==> src/rtl/turfio_clk_ctrl.sv <==
// Bring-up and lock supervision for the TURFIO bank 67/68 interface MMCMs.
// Each bank pulses RST, waits for LOCKED, qualifies it, then reports READY.
`timescale 1ns/1ps
module turfio_clk_ctrl #(
    parameter int RST_CYCLES    = 16,
    parameter int LOCK_TIMEOUT  = 65536,
    parameter int STABLE_CYCLES = 1024
) (
    input  logic        clk_i,
    input  logic        rst_n_i,
    input  logic        enable_i,
    input  logic [1:0]  reset_req_i,
    input  logic [1:0]  locked_i,
    output logic [1:0]  mmcm_rst_o,
    output logic [1:0]  ready_o,
    output logic        all_ready_o,
    output logic [15:0] lock_loss_cnt_o,
    output logic [15:0] timeout_cnt_o,
    output logic [5:0]  state_o
);
    typedef enum logic [2:0] {
        S_IDLE  = 3'd0,
        S_PEND  = 3'd1,
        S_RST   = 3'd2,
        S_WAIT  = 3'd3,
        S_STAB  = 3'd4,
        S_READY = 3'd5
    } state_t;

    localparam logic [19:0] RST_LAST  = 20'(RST_CYCLES - 1);
    localparam logic [19:0] WAIT_LAST = 20'(LOCK_TIMEOUT - 1);
    localparam logic [19:0] STAB_LAST = 20'(STABLE_CYCLES);

    state_t      r_state     [2];
    logic [19:0] r_timer     [2];
    logic [7:0]  r_lock_loss [2];
    logic [7:0]  r_timeout   [2];
    logic [1:0]  r_lock_meta;
    logic [1:0]  r_lock_s;
    logic [1:0]  r_mmcm_rst;
    logic [1:0]  r_ready;
    logic        r_all_ready;

    state_t      w_next [2];
    logic [1:0]  w_rst_busy;
    logic [1:0]  w_grant;
    logic [1:0]  w_timeout_inc;
    logic [1:0]  w_lock_loss_inc;

    always_ff @(posedge clk_i or negedge rst_n_i) begin
        if (!rst_n_i) begin
            r_lock_meta <= '0;
            r_lock_s    <= '0;
        end else begin
            r_lock_meta <= locked_i;
            r_lock_s    <= r_lock_meta;
        end
    end

    // A bank "holds" RST only if it will still be in RST after this edge, so the
    // hand-off from one bank to the other happens on the same edge without overlap.
    always_comb begin
        w_rst_busy = '0;
        w_grant    = '0;
        for (int b = 0; b < 2; b++) begin
            w_rst_busy[b] = enable_i && (r_state[b] == S_RST) && (r_timer[b] != RST_LAST);
        end
        w_grant[0] = (r_state[0] == S_PEND) && !w_rst_busy[1];
        w_grant[1] = (r_state[1] == S_PEND) && !w_rst_busy[0] && !w_grant[0];
    end

    // NOTE: every variable gets a default before the case so no latch is inferred.
    always_comb begin
        w_timeout_inc   = '0;
        w_lock_loss_inc = '0;
        for (int b = 0; b < 2; b++) begin
            w_next[b] = r_state[b];
            if (!enable_i) begin
                w_next[b] = S_IDLE;
            end else begin
                case (r_state[b])
                    S_IDLE:  w_next[b] = S_PEND;
                    S_PEND:  if (w_grant[b]) w_next[b] = S_RST;
                    S_RST:   if (r_timer[b] == RST_LAST) w_next[b] = S_WAIT;
                    S_WAIT: begin
                        if (reset_req_i[b]) begin
                            w_next[b] = S_PEND;
                        end else if (r_lock_s[b]) begin
                            w_next[b] = S_STAB;
                        end else if (r_timer[b] == WAIT_LAST) begin
                            w_next[b]        = S_PEND;
                            w_timeout_inc[b] = 1'b1;
                        end
                    end
                    S_STAB: begin
                        if (reset_req_i[b])             w_next[b] = S_PEND;
                        else if (!r_lock_s[b])          w_next[b] = S_WAIT;
                        else if (r_timer[b] == STAB_LAST) w_next[b] = S_READY;
                    end
                    S_READY: begin
                        if (reset_req_i[b]) begin
                            w_next[b] = S_PEND;
                        end else if (!r_lock_s[b]) begin
                            w_next[b]          = S_PEND;
                            w_lock_loss_inc[b] = 1'b1;
                        end
                    end
                    default: w_next[b] = S_IDLE;
                endcase
            end
        end
    end

    // NOTE: sequential state uses non-blocking assignments only; the per-bank
    // arrays are a handful of flops, so they are reset along with everything else.
    always_ff @(posedge clk_i or negedge rst_n_i) begin
        if (!rst_n_i) begin
            for (int b = 0; b < 2; b++) begin
                r_state[b]     <= S_IDLE;
                r_timer[b]     <= '0;
                r_lock_loss[b] <= '0;
                r_timeout[b]   <= '0;
            end
            r_mmcm_rst  <= 2'b11;
            r_ready     <= '0;
            r_all_ready <= 1'b0;
        end else begin
            for (int b = 0; b < 2; b++) begin
                r_state[b] <= w_next[b];
                if (w_next[b] != r_state[b]) begin
                    r_timer[b] <= '0;
                end else if (r_state[b] inside {S_RST, S_WAIT, S_STAB}) begin
                    r_timer[b] <= r_timer[b] + 20'd1;
                end
                if (w_timeout_inc[b] && (r_timeout[b] != 8'hFF)) begin
                    r_timeout[b] <= r_timeout[b] + 8'd1;
                end
                if (w_lock_loss_inc[b] && (r_lock_loss[b] != 8'hFF)) begin
                    r_lock_loss[b] <= r_lock_loss[b] + 8'd1;
                end
                r_mmcm_rst[b] <= (w_next[b] inside {S_IDLE, S_PEND, S_RST});
                r_ready[b]    <= (w_next[b] == S_READY);
            end
            r_all_ready <= (w_next[0] == S_READY) && (w_next[1] == S_READY);
        end
    end

    assign mmcm_rst_o      = r_mmcm_rst;
    assign ready_o         = r_ready;
    assign all_ready_o     = r_all_ready;
    assign lock_loss_cnt_o = {r_lock_loss[1], r_lock_loss[0]};
    assign timeout_cnt_o   = {r_timeout[1], r_timeout[0]};
    assign state_o         = {r_state[1], r_state[0]};

endmodule

==> config.mk <==
export PLATFORM = sky130hd
export DESIGN_NAME = turfio_clk_ctrl
export DESIGN_NICKNAME = d
export VERILOG_FILES = /design/src/rtl/turfio_clk_ctrl.sv
export SDC_FILE = /design/constraint.sdc
export NUM_CORES = 1
export LEC_CHECK = 0
export CORE_MARGIN = 2
export CORE_UTILIZATION = 50
export DETAILED_ROUTE_END_ITERATION = 10
export PLACE_DENSITY = 0.82
export SLEW_MARGIN = 20
export SYNTH_ARGS = -nofsm -noshare
export SYNTH_HDL_FRONTEND = slang
export SYNTH_SLANG_ARGS = --single-unit
==> constraint.sdc <==
create_clock -name clk_i -period 2 [get_ports clk_i]
set_input_delay 0.4 -clock clk_i [delete_from_list [all_inputs] [get_ports clk_i]]
set_output_delay 0.4 -clock clk_i [all_outputs]
set_load 0.05 [all_outputs]
# Word level (Yosys, flattened, before mapping)
# Cells that the tools add are included.
# totals
register_bits	87
latchBits	0
mem_bits_rw	0
romBits	0
input_bits	7
output_inout_bits	43
elab_cells	120
memories	0
# classes
addsub	6
mul	0
div	0
magnitude_cmp	0
eq_ne	30
shifts	0
mux	46
bitwise_logic	0
reduce_logical	25
# ops
cell	count
$mux 20	4
$mux 3	22
$add 20x1->20 const B	2
$eq 20x11->1 const B	2
$eq 20x16->1 const B	2
$eq 20x4->1 const B	2
$ne 20x4->1 const B	2
$pmux 3 s6	2
$add 8x1->8 const B	4
$ne 8x8->1 const B	4
$eq 3x2->1 const B	6
$eq 3x3->1 const B	6
$mux 1	18
$eq 3x1->1 const B	4
$logic_and 1x1->1	12
$logic_not 3->1	4
$reduce_bool 3->1	4
$ne 3x3->1	2
$reduce_bool 2->1	2
$logic_not 1->1	3

# Depth between registers and ports, before layout
# depth
depth_word	12
depth_mapped	9
ltp_nobuf	7

# Least setup slack after synthesis
# Ideal clock, no wire load.
# synth_timing
kind	reg-to-reg
startpoint	reg r_state, in the netlist state_o[3]
endpoint	reg r_timer[0] (netlist name)
setup_ns	0.087
t_arrival_ns	2.199
required_time_ns	1.913
setup_slack_ns	-0.286
stages_incl_launch_ff	9
path_buffers	3
period_less_slack_ns	2.286
cell_sequence	dfrtp_1 > buf_2 > or3b_4 > and2_1 > buf_2 > o32ai_2 > a31oi_1 > buf_6 > a211oi_2
# synth_via
elab_chain_len	12
word_cells_on_any_way	29
classes_between	eq/ne: 6; mux: 13; reduce/logical: 10
# synth_lines
element	line_no	source
from (decl)	34	state_t r_state [2];
from (signal, indexed assignment)	129	r_state[b] <= w_next[b];
$eq 3x2->1	66, 81, 132	
$logic_and 1x1->1 (2 in a row)	66	w_rst_busy[b] = enable_i && (r_state[b] == S_RST) && (r_timer[b] != RST_LAST);
$logic_not 1->1	68	w_grant[0] = (r_state[0] == S_PEND) && !w_rst_busy[1];
$logic_and 1x1->1	68	
$logic_not 1->1	69	w_grant[1] = (r_state[1] == S_PEND) && !w_rst_busy[0] && !w_grant[0];
$logic_and 1x1->1	69	
$mux 3	83	S_PEND: if (w_grant[b]) w_next[b] = S_RST;
$pmux 3 s6	81	case (r_state[b])
$mux 3	78	if (!enable_i) begin
$ne 3x3->1	130	if (w_next[b] != r_state[b]) begin
$mux 20 / $reduce_bool 2->1 (equally long branches)	-	
to (signal, indexed assignment)	133	r_timer[b] <= r_timer[b] + 20'd1;
to (decl)	35	logic [19:0] r_timer [2];
# Parallel ways exist; a longest one is shown, timed or not.
# A chain may end at the register's enable or synchronous reset.

# Final worst setup path
# layout_timing
startpoint	reg r_timer[16] (netlist name)
endpoint	reg r_timer[5] (netlist name)
# layout_via
elab_chain_len	11
word_cells_on_any_way	22
classes_between	eq/ne: 5; mux: 11; reduce/logical: 6
# layout_lines
element	line_no
$ne 20x4->1	66
$logic_and 1x1->1	66
$logic_not 1->1	68
$logic_and 1x1->1	68
$logic_not 1->1	69
$logic_and 1x1->1	69
$mux 3	83
$pmux 3 s6 (*)	81
$mux 3 (*)	78
$ne 3x3->1 (*)	130
$mux 20 / $reduce_bool 2->1 (equally long branches)	-
# Every way passes the cells marked *; elsewhere a longest branch is shown, timed or not.

==> results.ini <==
[critical_path]
max_stage_delay_ps = 550
worstPathRequired_ps = 2240
reg2reg_setup_slack_ps = -130
critPathBufInv = 2
worstPathMaxFanout = 10
endpoint_kind = flop
path_cells = or4_4, buf_4, nor3_4, o211ai_1, a31oi_2, buf_6, a211oi_2
reg2reg_to = r_timer[5]
reg2reg_from = r_timer[16]
cp_slowest_cell = or4_4
critPathTopFamily = simple AND/OR/NAND/NOR gates
worstSetupPathType = flop to flop
critPathArrivalTime_ps = 2370
start_kind = flop
reg2reg_depth = 7

[floorplan]
io-pin-count = 50
row_count = 36
die_area_um2 = 10600
die_height_um = 103
initial_core_util_pct = 50.9
fp.dieW_um = 103
core_um2 = 9640

[clock_network]
cts-buffers-inserted = 9
ctsRootBufferMaster = clkbuf_8
cts_tree = built
cts_buffer_depth = 2
numClockSinks = 87
clock_latency_ps = 370
clk_pin_slew_ps = 80
htreeDepth = 3

[placement]
io_buffer_count = 49
pre_cts_ws_ps = -472
dpl.hpwl_um = 8260
dp.cells = 692
place_congestion = 0.841

[finish]
final_cells = 722
layout_common_cells = 83 x buf_4, 79 x dfrtp_1, 45 x xor2_1, 33 x nand2_1, 25 x nand3_1
diodes = 0
fill_cells = 731
layout-drive-gt1-share_pct = 33.3
register_area_um2 = 2190
final_common_cell = buf_4
syn2layout_area_growth_pct = 33.0
multi_input_area_um2 = 2730
nets = 599

[pwr]
leakagePower_nw = 3.00
pwr-share-comb_pct = 37.3
intPower_mw = 3.22
worst_ir_drop_vdd_mv = 0.456
p_switching_mw = 1.76
clkPwrFrac_pct = 24.4
p_per_area_nw_per_um2 = 762
sw_frac_of_total_pct = 35.3
power_frac_seq_pct = 38.3

[sta]
setup_slack_ps = -132
finalCriticalPeriod_ps = 2130
finClkSkew_ps = 10.7
rsz0062_at_grt = yes
setup_viol = 45
max_slew_margin_pct = 66.2
fmax_mhz = 469
period_share_pct = 107
hold_violations = 0
slew_viol_final = 0
tightest_slew_ps = 507
fin_setup_tns_ps = -4480

[grt]
grt_max_degree = 53
antenna_found_initial = 0
grt_pass1_wl_um = 19600
grt.overflow.total = 0
grt_pass1_vias = 4125
track_usage_pct = 23.6

[route]
drt_pass1_iterations = 5
drt.antenna.violating_nets = 0
viasPerCell = 5.69
drc = 0
drtIter0Drc = 210
wire_per_inst_um = 16.3
routed_wl_um = 11800
route.vias.total = 4108

[synthesis]
ys_seq_area_share_pct = 44.4
avgSynthCellArea_um2 = 10.5
yosys_warnings = 0
synth_edf_count = 0
synthesis.instances = 466
synth_flop_cell = dfrtp_1
synth_cell_type_count = 66
async_reset_ff_share_pct = 100
synth_seq_cells = 87
syn_nets = 481
synth_area_um2 = 4910

[hold_path]
min_delay_path_depth = 0
holdCritPathClass = flop to flop
worstHoldEndpoint = r_lock_s[1]
hold_start = r_lock_meta[1]

[job]
max-cap-violations = 0

[outcome]
failed_checks = setup timing
status = finished with violations

==> metal layers <==
layer	track usage [%]	wire length, um	vias to the layer above
li1	-	-	1947
met1	31.8	5180	2050
met2	37.5	5870	93
met3	4.27	516	18
met4	9.92	217	0
met5	0	0	-
==> timing repair <==
action / 4_1_cts / 5_1_grt
pin swaps: 11 / 12
buffers inserted: 5 / 8
hold buffers: 1 / 0
endpoints found under the setup margin: 80 / 72
endpoints found under the hold margin: 20 / 0
resized for setup: 36 / 28
==> synthesized netlist by cell type, types with 12 or more instances <==
library cell  number  area [um2]
nand3_1           25         125
a21oi_1           14        70.1
a211oi_2          22         275
xnor2_1           22         193
a211oi_1          22         165
dfrtp_1           85        2130
nor3_1            12        60.1
xor2_1            45         394
nand4_1           23         144
nand2_1           33         124
nor2_1            20        75.1
==> through the flow <==
stage	utilization [%]	hold WS, ps	power (mW)	instance area, um2
global placement	63.1	334	3.61	6080
detailed placement	63.1	336	3.66	6080
global route	67.8	379	5.21	6530
floorplan	-	104	3.03	4990
CTS	66.1	356	4.94	6370
finish	67.8	357	4.98	6530
==> cell type report <==
type,instances,area share (%)
flip-flops and latches,87,33.5
clock buffers,13,2.28
repair buffers,133,18.6
well taps,133,2.55
inverters,10,0.575
multi-input cells,343,41.8
clock inverters,3,0.690
==> worst max path at each step <==
stage | startpoint | to | slack, ps | cells after the start
floorplan | state_o[3] | r_timer[0] | -160 | 8
global placement | enable_i | timeout_cnt_o[15] | -410 | 6
detailed placement | enable_i | timeout_cnt_o[13] | -470 | 6
CTS | r_timer[16] | r_timer[19] | -110 | 7
global route | r_timer[16] | r_timer[10] | -190 | 7
finish | r_timer[16] | r_timer[5] | -130 | 7
==> power groups by stage <==
stage	clock [mW]	sequential [mW]	combinational, mW
floorplan	0	2.08	0.949
global placement	0	1.95	1.66
detailed placement	0	1.95	1.71
CTS	1.24	1.91	1.79
global route	1.32	1.91	1.97
finish	1.21	1.91	1.86
==> registers in the layout, summed over array words and instances, names as in the netlist <==
register         cells
all_ready_o          1
lock_loss_cnt_o     16
mmcm_rst_o           2
r_lock_meta          2
r_lock_s             2
r_timer             40
ready_o              2
state_o              6
timeout_cnt_o       16
==> cell families after synthesis <==
logic type      synth area share (%)
mux                             1.32
fa+ha+maj                       2.04
compound gates                  16.2
buf+inv                         3.87
xor+xnor                        11.9
simple gates                    20.3
flops                           44.4
No activity file was read; power rests on OpenSTA's default activity.
